File: config.mk
export PLATFORM = sky130hd
export DESIGN_NAME = rps_game_controller_flat
export DESIGN_NICKNAME = d
export VERILOG_FILES = /design/src/rtl/rps_game_if.sv /design/src/rtl/rps_game_controller.sv /design/src/flat_wrapper.sv
export SDC_FILE = /design/constraint.sdc
export NUM_CORES = 1
export LEC_CHECK = 0
export ABC_AREA = 0
export BUFFER_PORTS_ARGS = -buffer_cell sky130_fd_sc_hd__buf_4
export CORE_ASPECT_RATIO = 2
export CORE_MARGIN = 2
export CORE_UTILIZATION = 30
export CTS_CLUSTER_SIZE = 10
export DETAILED_ROUTE_END_ITERATION = 12
export GPL_ROUTABILITY_DRIVEN = 0
export PLACE_DENSITY = 0.45
export SLEW_MARGIN = 20
export SYNTH_ARGS = -nofsm -noshare
export SYNTH_HDL_FRONTEND = slang
export SYNTH_SLANG_ARGS = --single-unit
export TNS_END_PERCENT = 5
File: constraint.sdc
create_clock -name clk -period 7 [get_ports clk]
set_clock_uncertainty 0.15 [all_clocks]
set_input_delay 0.7 -clock clk [delete_from_list [all_inputs] [get_ports clk]]
set_output_delay 0.7 -clock clk [all_outputs]
set_load 0.005 [all_outputs]
File: src/rtl/rps_game_if.sv
// Button inputs and doll/score outputs of the rock-paper-scissors game sequencer.
// The controller takes the slave modport; the button source and observer take master.
interface rps_game_if;
    logic       btn_start;
    logic       btn_rock;
    logic       btn_paper;
    logic       btn_scissors;
    logic [2:0] doll_state;
    logic [1:0] player_move;
    logic [1:0] doll_move;
    logic [3:0] player_score;
    logic [3:0] doll_score;
    logic       result_valid;

    modport master (
        output btn_start, btn_rock, btn_paper, btn_scissors,
        input  doll_state, player_move, doll_move, player_score, doll_score, result_valid
    );

    modport slave (
        input  btn_start, btn_rock, btn_paper, btn_scissors,
        output doll_state, player_move, doll_move, player_score, doll_score, result_valid
    );
endinterface

File: src/rtl/rps_game_controller.sv
// Rock-paper-scissors game sequencer: press detection, round timing, doll move pick,
// scoring, and the doll_state code that feeds the servo driver.
module rps_game_controller #(
    parameter logic [31:0] COUNT_TICKS  = 32'd300_000_000,
    parameter logic [31:0] RESULT_TICKS = 32'd200_000_000,
    parameter logic [31:0] IDLE_TICKS   = 32'd500_000_000,
    parameter logic [3:0]  SCORE_MAX    = 4'd5,
    parameter logic [15:0] LFSR_SEED    = 16'hACE1
) (
    input  logic       clk,
    input  logic       rst,
    rps_game_if.slave  io
);

    typedef enum logic [2:0] {
        S_ATTRACT,
        S_READY,
        S_COUNT,
        S_RESULT,
        S_OVER
    } state_t;

    state_t      state_q, state_d;
    logic [31:0] timer_q, timer_d;
    logic [15:0] lfsr_q, lfsr_d;
    logic [3:0]  btn_q, btn_d;
    logic [2:0]  doll_state_q, doll_state_d;
    logic [1:0]  player_move_q, player_move_d;
    logic [1:0]  doll_move_q, doll_move_d;
    logic [3:0]  player_score_q, player_score_d;
    logic [3:0]  doll_score_q, doll_score_d;
    logic        result_valid_q, result_valid_d;

    logic [3:0]  rise;
    logic        start_press;
    logic [1:0]  move_press;
    logic [1:0]  doll_pick;
    logic [1:0]  round_move;
    logic        player_wins;
    logic        timer_zero;

    function automatic logic [3:0] sat_inc(input logic [3:0] v);
        return (v >= SCORE_MAX) ? v : v + 4'd1;
    endfunction

    assign btn_d       = {io.btn_start, io.btn_rock, io.btn_paper, io.btn_scissors};
    assign rise        = btn_d & ~btn_q;
    assign start_press = rise[3];
    assign lfsr_d      = {lfsr_q[14:0], lfsr_q[15] ^ lfsr_q[13] ^ lfsr_q[12] ^ lfsr_q[10]};
    assign doll_pick   = 2'(lfsr_q % 16'd3) + 2'd1;
    assign timer_zero  = (timer_q == 32'd0);

    // A press arriving in the expiry cycle itself still counts for this round.
    assign round_move  = (player_move_q != 2'd0) ? player_move_q : move_press;
    assign player_wins = (round_move == 2'd1 && doll_pick == 2'd3) ||
                         (round_move == 2'd2 && doll_pick == 2'd1) ||
                         (round_move == 2'd3 && doll_pick == 2'd2);

    // Simultaneous move rises are ambiguous and treated as no press.
    always_comb begin
        move_press = 2'd0;
        case (rise[2:0])
            3'b100:  move_press = 2'd1;
            3'b010:  move_press = 2'd2;
            3'b001:  move_press = 2'd3;
            default: move_press = 2'd0;
        endcase
    end

    always_comb begin
        state_d        = state_q;
        timer_d        = timer_q;
        doll_state_d   = doll_state_q;
        player_move_d  = player_move_q;
        doll_move_d    = doll_move_q;
        player_score_d = player_score_q;
        doll_score_d   = doll_score_q;
        result_valid_d = 1'b0;
        case (state_q)
            S_ATTRACT: begin
                if (start_press || move_press != 2'd0) begin
                    state_d      = S_READY;
                    timer_d      = IDLE_TICKS;
                    doll_state_d = 3'd2;
                end
            end
            S_READY: begin
                if (start_press) begin
                    state_d       = S_COUNT;
                    timer_d       = COUNT_TICKS;
                    player_move_d = 2'd0;
                    doll_move_d   = 2'd0;
                    doll_state_d  = 3'd3;
                end else if (timer_zero) begin
                    state_d      = S_ATTRACT;
                    doll_state_d = 3'd1;
                end else begin
                    timer_d = timer_q - 32'd1;
                end
            end
            S_COUNT: begin
                if (player_move_q == 2'd0 && move_press != 2'd0) player_move_d = move_press;
                if (timer_zero) begin
                    state_d        = S_RESULT;
                    timer_d        = RESULT_TICKS;
                    doll_move_d    = doll_pick;
                    result_valid_d = 1'b1;
                    if (round_move == 2'd0) begin
                        doll_state_d = 3'd5;
                        doll_score_d = sat_inc(doll_score_q);
                    end else if (round_move == doll_pick) begin
                        doll_state_d = 3'd4;
                    end else if (player_wins) begin
                        doll_state_d   = 3'd7;
                        player_score_d = sat_inc(player_score_q);
                    end else begin
                        doll_state_d = 3'd6;
                        doll_score_d = sat_inc(doll_score_q);
                    end
                end else begin
                    timer_d = timer_q - 32'd1;
                end
            end
            S_RESULT: begin
                if (timer_zero) begin
                    if (player_score_q == SCORE_MAX || doll_score_q == SCORE_MAX) begin
                        state_d      = S_OVER;
                        doll_state_d = (player_score_q == SCORE_MAX) ? 3'd7 : 3'd6;
                    end else begin
                        state_d      = S_READY;
                        timer_d      = IDLE_TICKS;
                        doll_state_d = 3'd2;
                    end
                end else begin
                    timer_d = timer_q - 32'd1;
                end
            end
            S_OVER: begin
                if (start_press) begin
                    state_d        = S_READY;
                    timer_d        = IDLE_TICKS;
                    player_score_d = 4'd0;
                    doll_score_d   = 4'd0;
                    doll_state_d   = 3'd2;
                end
            end
            default: begin
                state_d      = S_ATTRACT;
                doll_state_d = 3'd1;
            end
        endcase
    end

    // History resets high so a button held through reset is not taken as a press.
    always_ff @(posedge clk) begin
        if (rst) begin
            state_q        <= S_ATTRACT;
            timer_q        <= 32'd0;
            lfsr_q         <= LFSR_SEED;
            btn_q          <= 4'b1111;
            doll_state_q   <= 3'd1;
            player_move_q  <= 2'd0;
            doll_move_q    <= 2'd0;
            player_score_q <= 4'd0;
            doll_score_q   <= 4'd0;
            result_valid_q <= 1'b0;
        end else begin
            state_q        <= state_d;
            timer_q        <= timer_d;
            lfsr_q         <= lfsr_d;
            btn_q          <= btn_d;
            doll_state_q   <= doll_state_d;
            player_move_q  <= player_move_d;
            doll_move_q    <= doll_move_d;
            player_score_q <= player_score_d;
            doll_score_q   <= doll_score_d;
            result_valid_q <= result_valid_d;
        end
    end

    assign io.doll_state   = doll_state_q;
    assign io.player_move  = player_move_q;
    assign io.doll_move    = doll_move_q;
    assign io.player_score = player_score_q;
    assign io.doll_score   = doll_score_q;
    assign io.result_valid = result_valid_q;

endmodule

File: src/flat_wrapper.sv
// flat-port wrapper written by rule: the top's interface ports become plain ports
module rps_game_controller_flat 
#(
    parameter logic [31:0] COUNT_TICKS  = 32'd300_000_000,
    parameter logic [31:0] RESULT_TICKS = 32'd200_000_000,
    parameter logic [31:0] IDLE_TICKS   = 32'd500_000_000,
    parameter logic [3:0]  SCORE_MAX    = 4'd5,
    parameter logic [15:0] LFSR_SEED    = 16'hACE1
)
  (clk, rst, io_btn_start, io_btn_rock, io_btn_paper, io_btn_scissors, io_doll_state, io_player_move, io_doll_move, io_player_score, io_doll_score, io_result_valid);
  rps_game_if io_i ();
  input  logic clk;
  input  logic rst;
  input wire logic [$bits(io_i.btn_start)-1:0] io_btn_start;
  input wire logic [$bits(io_i.btn_rock)-1:0] io_btn_rock;
  input wire logic [$bits(io_i.btn_paper)-1:0] io_btn_paper;
  input wire logic [$bits(io_i.btn_scissors)-1:0] io_btn_scissors;
  output wire logic [$bits(io_i.doll_state)-1:0] io_doll_state;
  output wire logic [$bits(io_i.player_move)-1:0] io_player_move;
  output wire logic [$bits(io_i.doll_move)-1:0] io_doll_move;
  output wire logic [$bits(io_i.player_score)-1:0] io_player_score;
  output wire logic [$bits(io_i.doll_score)-1:0] io_doll_score;
  output wire logic [$bits(io_i.result_valid)-1:0] io_result_valid;
  assign io_i.btn_start = io_btn_start;
  assign io_i.btn_rock = io_btn_rock;
  assign io_i.btn_paper = io_btn_paper;
  assign io_i.btn_scissors = io_btn_scissors;
  assign io_doll_state = io_i.doll_state;
  assign io_player_move = io_i.player_move;
  assign io_doll_move = io_i.doll_move;
  assign io_player_score = io_i.player_score;
  assign io_doll_score = io_i.doll_score;
  assign io_result_valid = io_i.result_valid;
  rps_game_controller #(.COUNT_TICKS(COUNT_TICKS), .RESULT_TICKS(RESULT_TICKS), .IDLE_TICKS(IDLE_TICKS), .SCORE_MAX(SCORE_MAX), .LFSR_SEED(LFSR_SEED)) u_core (.clk(clk), .rst(rst), .io(io_i));
endmodule
# [Word level (Yosys, flattened, before mapping)]
# Index checks and enable logic that the tools add are counted.
[totals] regBits=71 in_bits=6 out_inout_bits=16 elab_cells=127
[classes] addsub=4 div_mod_pow=1 n_lt_le_gt_ge=2 eq_ne=31 mux=49 bitwise_logic=6 reduce_logical=24
[op_table] cell="$mux W32" count=7
[op_table] cell="$pmux W32 S5" count=1
[op_table] cell="$mux W3" count=16
[op_table] cell="$mux W4" count=11
[op_table] cell="$logic_not A32 Y1" count=1
[op_table] cell="$sub A32 B1 Y32 const B" count=1
[op_table] cell="$pmux W3 S5" count=2
[op_table] cell="$mod A16 B2 Y16 const B" count=1
[op_table] cell="$pmux W4 S2" count=2
[op_table] cell="$reduce_and A5 Y1" count=3
[op_table] cell="$ne A2 B1 Y1 const B" count=7
[op_table] cell="$eq A3 B2 Y1 const B" count=3
[op_table] cell="$add A4 B1 Y4 const B" count=2
[op_table] cell="$eq A2 B2 Y1 const B" count=4
[op_table] cell="$eq A4 B3 Y1 const B" count=2
[op_table] cell="$ge A4 B3 Y1 const B" count=2
[op_table] cell="$mux W2" count=4
[op_table] cell="$pmux W2 S2" count=2
[op_table] cell="$reduce_bool A2 Y1" count=4
[op_table] cell="$reduce_and A7 Y1" count=1
[op_table] cell="$eq A3 B1 Y1 const B" count=2
[op_table] cell="$eq A3 B3 Y1 const B" count=2
[op_table] cell="$ne A2 B2 Y1 const B" count=3
[op_table] cell="$ne A3 B2 Y1 const B" count=2
[op_table] cell="other kinds (18)" count=32

# [Depth between registers and ports, before layout]
# Gate-level depths: netlist (run 1).
[depth] depth_word=14 depth_mapped=31 ltp_nobuf=28

# [Worst setup path after synthesis (run 1)]
# No wires, ideal clock.
[synth_timing] kind="reg2reg" startpoint="reg u_core.lfsr_q[13]" endpoint="reg u_core.doll_score_q[2] (netlist: u_core.io.doll_score[2])" setup_time_ps=70 t_arrival_ps=5861 t_required_ps=6780 setup_slack_ps=919 path_stages_with_launch=29 n_path_buf=4 synth_period_minus_slack_ps=6081 path_cell_list="dfxtp_1 > buf_6 > or3b_1 > a31oi_1 > a22o_2 > or2_4 > o311ai_4 > a32o_2 > buf_6 > or4_1 > a21o_1 > o211ai_1 > nor2_1 > o21ai_0 > ha_1 > a41oi_1 > a41oi_1 > nor3b_1 > or3_1 > buf_6 > a21o_1 > ha_1 > clkbuf_1 > nor2_1 > a22oi_1 > o21ai_1 > o31a_1 > or3_1 > a21oi_1"
[synth_between] elab_chain_len=8 elab_cells_between_ends=14 classes_between="1 x add/sub; 1 x div; 6 x eq/ne; 6 x reduce/logical"
[synth_lines] item="start: declaration" line="rps_game_controller.sv:25" source="logic [15:0] lfsr_q, lfsr_d;"
[synth_lines] item="start signal: assignment" line="rps_game_controller.sv:170" source="lfsr_q <= lfsr_d;"
[synth_lines] item="$mod A16 B2 Y16 (*)" line="rps_game_controller.sv:50" source="assign doll_pick = 2'(lfsr_q % 16'd3) + 2'd1;"
[synth_lines] item="$add A2 B1 Y2 (*)" line="rps_game_controller.sv:50"
[synth_lines] item="$eq A2 B2 Y1 / $eq A2 B1 Y1 (equally long branches)" line="rps_game_controller.sv:55, rps_game_controller.sv:56"
[synth_lines] item="$logic_and A1 B1 Y1, on equally long branches" line="rps_game_controller.sv:55, rps_game_controller.sv:56"
[synth_lines] item="$logic_or A1 B1 Y1" line="rps_game_controller.sv:55" source="assign player_wins = (round_move == 2'd1 && doll_pick == 2'd3) ||"
[synth_lines] item="$logic_or A1 B1 Y1" line="rps_game_controller.sv:56" source="(round_move == 2'd2 && doll_pick == 2'd1) ||"
[synth_lines] item="$ne A3 B3 Y1 (no line)"
[synth_lines] item="$reduce_and A5 Y1 (no line) (*)"
[synth_lines] item="end signal: assignment" line="rps_game_controller.sv:176" source="doll_score_q <= doll_score_d;"
[synth_lines] item="end: declaration" line="rps_game_controller.sv:31" source="logic [3:0] doll_score_q, doll_score_d;"
# Mark *: on every way between the ends. The rest lies on a longest branch, timed or not.
# A chain may end at the register's enable or synchronous reset.

# [Worst setup path after layout (run 1)]
[layout_timing] startpoint="reg u_core.lfsr_q[11]" endpoint="reg u_core.doll_score_q[2] (netlist: u_core.io.doll_score[2])"
# Same word-level chain as after synthesis.

==> results.py, run 1 <==
metrics = {
    "grt": {
        "antenna_found_initial": 0,
        "grt_max_degree": 54,
        "grt.overflow.total": 0,
        "grt_usage_pct": 15.3,
        "grt_pass1_vias": 4220,
        "grt_pass1_wl_um": 21400,
        "met3_usage_pct": 2.17,
        "grtUsageMet2_pct": 23.5,
        "busiest_layer": "met2",
        "met1_usage_pct": 22.0,
    },
    "clock_tree": {
        "cts_tree": "yes",
        "clk_pin_slew_ps": 60,
        "clock-root-buffer": "clkbuf_16",
        "numCtsBuffers": 9,
        "clkSinkCount": 71,
        "clk_latency_ps": 330,
        "cts.path.max_buffers": 2,
        "h-tree-depth": 3,
        "ctsHoldBuffers": 0,
    },
    "setup_path": {
        "critPathMaxStageDelay_ps": 500,
        "crit_buf_inv": 0,
        "cp_top_family": "simple AND/OR/NAND/NOR gates",
        "critPathRequiredTime_ps": 7120,
        "crit_fanout": 12,
        "path_depth": 26,
        "reg2regPathDepth": 26,
        "cp_common_cell": "or3_1",
        "critPathArrivalTime_ps": 6570,
        "crit_path_end_kind": "flop",
        "setup.worst_path.start_class": "flop",
        "criticalPathCategory": "reg2reg",
        "slowest_stage": "or3_1",
    },
    "min_path": {
        "holdPathStages": 2,
        "min_path_type": "reg2reg",
    },
    "layout": {
        "final_nets": 679,
        "drive_gt1_share_pct": 13.6,
        "area_growth_syn_to_layout_pct": 13.4,
        "antennaDiodeCount": 0,
        "final_cell_area_mm2": 0.00554,
    },
    "placement": {
        "hpwlAfterDp_um": 9280,
        "dpl_cell_area_mm2": 0.00512,
        "port_buffers": 21,
    },
    "yosys": {
        "syn-num-nets": 680,
        "ys_ff_latch": 71,
        "synth.avg_cell_area_um2": 7.37,
        "yosys.area_share.xor_xnor_pct": 4.61,
        "seq_area_frac_synth_pct": 29.1,
        "synth-main-ff-cell": "dfxtp_1",
        "synth.area.mux_share_pct": 1.49,
        "synthArstFlopShare_pct": 0,
        "synthSimpleGateAreaFrac_pct": 33.5,
        "yosys.cell_types.count": 72,
        "synth_warnings": 0,
        "synth_cells": 663,
        "synth_area_mm2": 0.00489,
        "yosys.area_share.adder_pct": 2.82,
        "synth_top_family_by_area": "simple AND/OR/NAND/NOR gates",
        "synth_compound_area_share_pct": 23.0,
        "synth_edf_count": 0,
    },
    "sta": {
        "rsz0062_at_grt": "no",
        "slew_headroom_pct": 45.6,
        "finalCritPeriodShare_pct": 92.3,
        "worst_pin_slew_ps": 809,
        "finalHoldViolations": 0,
        "slew_viol_final": 0,
        "fin_hold_ws_ps": 312,
        "tns_ps": 0,
        "period_needed_ps": 6460,
        "fmax_ghz": 0.155,
        "finalSetupViolCount": 0,
    },
    "detailed_routing": {
        "routed_wl_um": 13000,
        "antenna_left": 0,
        "firstDrtPassIters": 7,
        "drcViolationCount": 0,
        "viasPerCell": 5.33,
        "vias": 4641,
        "drt_iter0_markers": 233,
        "routedWlPerCell_um": 14.9,
    },
    "pwr": {
        "p_int_w": 0.00108,
        "p_comb_share_pct": 41.1,
        "power_density_mw_per_mm2": 320,
        "p_sw_share_pct": 39.4,
        "irDropWorstVdd_mv": 0.162,
        "leakage_nw": 2.03,
        "pwr-share-clk_pct": 28.6,
        "power_w": 0.00177,
        "p_sw_w": 0.000700,
        "p_seq_share_pct": 30.3,
    },
    "floorplan": {
        "io_pins": 22,
        "rows": 66,
        "start_util_pct": 30.3,
        "die_h_um": 184,
        "coreArea_mm2": 0.0161,
        "dieArea_mm2": 0.0174,
        "dieWidth_um": 94.2,
    },
    "flow_run": {
        "maxCapViolCount": 0,
    },
    "outcome": {
        "outcome": "completed",
    },
}
Yosys cell counts (5+ instances only):
cell type | n | area, um^2
a211oi_1 | 7 | 52.6
a21o_1 | 7 | 52.6
a21oi_1 | 51 | 255
a22oi_1 | 8 | 60.1
a31oi_1 | 11 | 68.8
and2_1 | 6 | 37.5
and3_1 | 5 | 31.3
clkbuf_1 | 23 | 86.3
dfxtp_1 | 71 | 1420
ha_1 | 11 | 138
inv_1 | 25 | 93.8
mux2i_1 | 5 | 50.1
nand2_1 | 65 | 244
nand2b_1 | 14 | 87.6
nand3_1 | 18 | 90.1
nand3b_1 | 6 | 45.0
nand4_1 | 9 | 56.3
nor2_1 | 92 | 345
nor2b_1 | 12 | 75.1
nor3_1 | 30 | 150
nor4_1 | 13 | 81.3
o211ai_1 | 7 | 52.6
o21ai_0 | 33 | 165
o31ai_1 | 8 | 60.1
or2_2 | 20 | 125
or3_1 | 8 | 50.1
xnor2_1 | 12 | 105
xor2_1 | 10 | 87.6
cell usage in the layout (no fill, tap or decap), types with 8 or more instances in the layout:
cell type / Yosys / layout
nor2_1: 92 / 91
nand2_1: 65 / 65
dfxtp_1: 71 / 65
a21oi_1: 51 / 51
o21ai_0: 33 / 32
nor3_1: 30 / 30
inv_1: 25 / 25
buf_4: 1 / 23
or2_2: 20 / 20
nand3_1: 18 / 18
nand2b_1: 14 / 14
nor4_1: 13 / 13
nor2b_1: 12 / 12
xnor2_1: 12 / 12
xor2_1: 10 / 10
a31oi_1: 11 / 10
ha_1: 11 / 10
nand4_1: 9 / 9
clkbuf_16: 0 / 9
a22oi_1: 8 / 8
or3_1: 8 / 8
o31ai_1: 8 / 8
power by group through the flow:
| stage | sequential, W | clock (W) | combinational, W |
|---|---|---|---|
| global route | 0.000549 | 0.000537 | 0.000823 |
| finish | 0.000538 | 0.000507 | 0.000729 |
| global placement | 0.000546 | 0 | 0.000706 |
| floorplan | 0.000513 | 0 | 0.000594 |
| CTS | 0.000537 | 0.000518 | 0.000710 |
| detailed placement | 0.000545 | 0 | 0.000705 |
worst paths after layout:
path / startpoint / endpoint / slack (ps)
max: u_core.lfsr_q[11] / u_core.io.doll_score[2] / 540
min: u_core.io.doll_state[2] / u_core.io.doll_state[2] / 310
max reg2reg: u_core.lfsr_q[11] / u_core.io.doll_score[2] / 540
min reg2reg: u_core.io.doll_state[2] / u_core.io.doll_state[2] / 310
stage by stage:
step                instances  util (%)  worst slack [ps]
global placement          853      31.8               220
CTS                       869      33.9              91.1
global route              871      34.4              52.8
floorplan                 663         -               919
detailed placement        853      31.8               154
finish                    871      34.4               540
worst reg2reg max path, cell delays in order (launching register included):
cell and delay, ps:
dfxtp_2 400, and4b_1 240, mux2i_2 240, a2bb2oi_4 130, or3_1 420, a31oi_1 260, a32o_2 300, mux2i_1 270
nand3b_1 190, nand3_1 120, ha_1 260, nor2_1 150, nand3_1 80, o21ai_0 90, ha_1 270, a41oi_1 90
a41oi_2 290, nor3b_2 100, or3_1 500, a21o_1 210, ha_2 450, a21oi_1 110, o21ai_0 180, nor3b_1 90
o31a_1 340, or3_1 310, a21oi_1 140
flip-flops by register name (all words and copies together) (netlist names):
| name | count |
|---|---|
| u_core.io.player_move | 2 |
| u_core.io.result_valid | 1 |
| u_core.io.doll_move | 2 |
| u_core.lfsr_q | 16 |
| u_core.timer_q | 32 |
| u_core.io.doll_state | 3 |
| u_core.state_q | 3 |
| u_core.btn_q | 4 |
| u_core.io.doll_score | 4 |
| u_core.io.player_score | 4 |
layer usage:
metal,part of all wire [%],vias to the layer above
li1,-,2387
met1,50,2137
met2,45,104
met3,3.7,13
met4,1.6,0
met5,0,-
cell families (layout without fill, tap and decap cells):
logic type / count (synthesis) / after routing
DFF: 71 / 71
AOI/OAI and AO/OA: 170 / 170
and+or+nand+nor: 320 / 320
adders and majority gates: 11 / 11
xor gates and xnor gates: 24 / 24
muxes: 7 / 7
buffers and inverters: 60 / 64
layout make-up:
cell class	instances	area [um^2]
timing repair buffer	23	173
clock buffer	11	253
sequential	71	1430
fill	1723	10600
tap	204	255
multi-input combinational	532	3250
inverter	25	93.8
clock inverter	5	80.1
repair_timing:
item	in CTS	in global routing
resized for setup	0	19
endpoints found under the setup margin	0	9
setup buffers	0	2
(Power assumes the default switching activity.)
==> run 2, diff against run 1 <==
Settings changed: CORE_ASPECT_RATIO 2 to 0.9, CORE_MARGIN 2 to 4, GPL_TIMING_DRIVEN set to 0.
==> run 2 against run 1 <==
Cell count rose by 3.3%. Worst hold slack barely moved. Sequential power fell by 4%. Via count rose by 5.1%. Cell area rose by 2.5%. Clock power fell by 19%. Power fell by 2.4%. Count of clock-buffer cells in the layout rose by 3. Wire length rose by 6.9%. Maximum frequency fell by 2.7%. Largest cell class unchanged.
==> results.py, run 2 (synthesized netlist as in run 1, its figures left out) <==
metrics = {
    "layout": {
        "multi_input_area_mm2": 0.00333,
        "top_register": "u_core.timer_q",
        "final_cell_area_mm2": 0.00568,
        "largest_register_ff_count": 32,
        "final_cell_mix": "nor2_1, dfxtp_1, nand2_1, a21oi_1, o21ai_0",
        "area_growth_syn_to_layout_pct": 16.2,
        "final_common_cell": "nor2_1",
        "fillers": 1672,
        "ff_latch_area_mm2": 0.00142,
        "final_nets": 711,
        "drive_gt1_share_pct": 13.9,
        "top_regs": "u_core.timer_q x32, u_core.lfsr_q x16",
        "layout.cells.non_filler": 900,
        "antennaDiodeCount": 0,
    },
    "setup_path": {
        "critPathMaxStageDelay_ps": 440,
        "crit_fanout": 10,
        "cp_top_family": "compound AO/OA/AOI/OAI gates",
        "reg2regPathDepth": 29,
        "r2r_setup_slack_ps": 360,
        "reg2reg_to": "u_core.io.doll_score[2]",
        "critPathArrivalTime_ps": 6750,
        "slowest_stage": "or3_1",
        "criticalPathCategory": "reg2reg",
        "crit_path_end_kind": "flop",
        "setup.worst_path.start_class": "flop",
        "r2r-start": "u_core.lfsr_q[12]",
        "crit_buf_inv": 4,
        "path_depth": 29,
        "critPathRequiredTime_ps": 7110,
    },
    "detailed_routing": {
        "antenna_left": 0,
        "drcViolationCount": 0,
        "drt_iter0_markers": 296,
        "firstDrtPassIters": 5,
        "routed_wl_um": 13900,
        "routedWlPerCell_um": 15.4,
        "vias": 4878,
        "viasPerCell": 5.42,
    },
    "grt": {
        "grt.overflow.total": 0,
        "grt_pass1_wl_um": 22900,
        "grt_max_degree": 11,
        "antenna_found_initial": 0,
        "grt_pass1_vias": 4601,
        "grt_usage_pct": 15.3,
    },
    "floorplan": {
        "io_pins": 22,
        "rows": 43,
        "start_util_pct": 31.1,
        "dieWidth_um": 143,
        "die_h_um": 129,
        "coreArea_mm2": 0.0157,
        "dieArea_mm2": 0.0184,
    },
    "clock_tree": {
        "clk_latency_ps": 330,
        "clkSinkCount": 71,
        "cts_tree": "yes",
        "numCtsBuffers": 9,
        "clock-root-buffer": "clkbuf_16",
        "ctsHoldBuffers": 0,
        "h-tree-depth": 3,
        "cts.path.max_buffers": 2,
        "clk_pin_slew_ps": 60,
    },
    "placement": {
        "port_buffers": 20,
        "place_inst": 885,
        "dpl_cell_area_mm2": 0.00529,
        "hpwlAfterDp_um": 10300,
    },
    "sta": {
        "finalCritPeriodShare_pct": 94.9,
        "slew_viol_final": 0,
        "finalSetupViolCount": 0,
        "slew_headroom_pct": 39.6,
        "fmax_ghz": 0.151,
        "period_needed_ps": 6640,
        "worst_pin_slew_ps": 898,
        "finalHoldViolations": 0,
    },
    "min_path": {
        "holdPathStages": 2,
        "min_path_type": "reg2reg",
        "holdPathEnd": "u_core.io.doll_state[2]",
        "min_from": "u_core.io.doll_state[2]",
    },
    "flow_run": {
        "maxCapViolCount": 0,
    },
    "pwr": {
        "leakage_nw": 2.07,
        "irDropWorstVdd_mv": 0.117,
        "power_density_mw_per_mm2": 305,
    },
    "outcome": {
        "outcome": "completed",
    },
}
[run 2: cell count changes in the layout (fill, tap and decap cells not counted), sizes merged]
cell | before | now
clkbuf | 11 | 37
buf | 23 | 32
bufinv | 2 | 0
clkinvlp | 2 | 0
[run 2: final cells by class]
type	instances	share of cell area (%)
multi-input combinational	532	58.6
sequential	71	25.0
clock buffer	14	4.47
tap	202	4.45
buffer	35	3.08
timing repair buffer	20	2.64
inverter	25	1.65
clock inverter	1	0.0881
[run 2: worst min-delay path, delay by kind of cell (launching register included)]
| kind | cells | cell delay [ps] |
|---|---|---|
| flip-flops | 1 | 310 |
| AND/OR/NAND/NOR | 1 | 50 |
| AO/OA/AOI/OAI | 1 | 50 |
[run 2: per-stage QoR]
step | utilization, % | setup WS (ps) | hold WS, ps | TNS (ps) | total power (W)
after CTS | 35.4 | 75.2 | 317 | 0 | 0.00171
final | 36.2 | 358 | 312 | 0 | 0.00173
after global routing | 36.2 | -34.5 | 338 | -74.0 | 0.00187
after global placement | 33.7 | -6.06 | 297 | -6.06 | 0.00128
after detailed placement | 33.7 | -149 | 304 | -411 | 0.00129
after floorplan | - | 919 | 295 | 0 | 0.00111
[run 2: per-layer routing]
metal	wire length (um)	vias up	track usage, %
met1	7100	2291	22.1
met4	254	0	5.65
li1	-	2450	-
met3	571	20	2.21
met2	5960	117	23.1
met5	0	-	0
[run 2: worst max-delay path by stage]
stage | slack (ps) | start | end
CTS | 80 | u_core.lfsr_q[13] | u_core.io.doll_score[2]
detailed placement | -150 | u_core.lfsr_q[12] | u_core.io.doll_score[2]
global route | -30 | u_core.lfsr_q[12] | u_core.io.player_score[2]
global placement | -6 | u_core.lfsr_q[12] | u_core.io.doll_score[2]
floorplan | 920 | u_core.lfsr_q[13] | u_core.io.doll_score[2]
finish | 360 | u_core.lfsr_q[12] | u_core.io.doll_score[2]
[run 2: power by group]
part           internal (W)  switching (W)  leakage [nW]
clock              0.000247       0.000162         0.127
combinational      0.000305       0.000499          1.36
sequential         0.000464      0.0000549         0.584
[run 2: timing repair]
| item | in CTS | in global routing |
|---|---|---|
| buffers inserted | 0 | 0 |
| gates resized for setup | 4 | 23 |
| setup endpoints to repair | 6 | 9 |
| pin swaps | 0 | 4 |
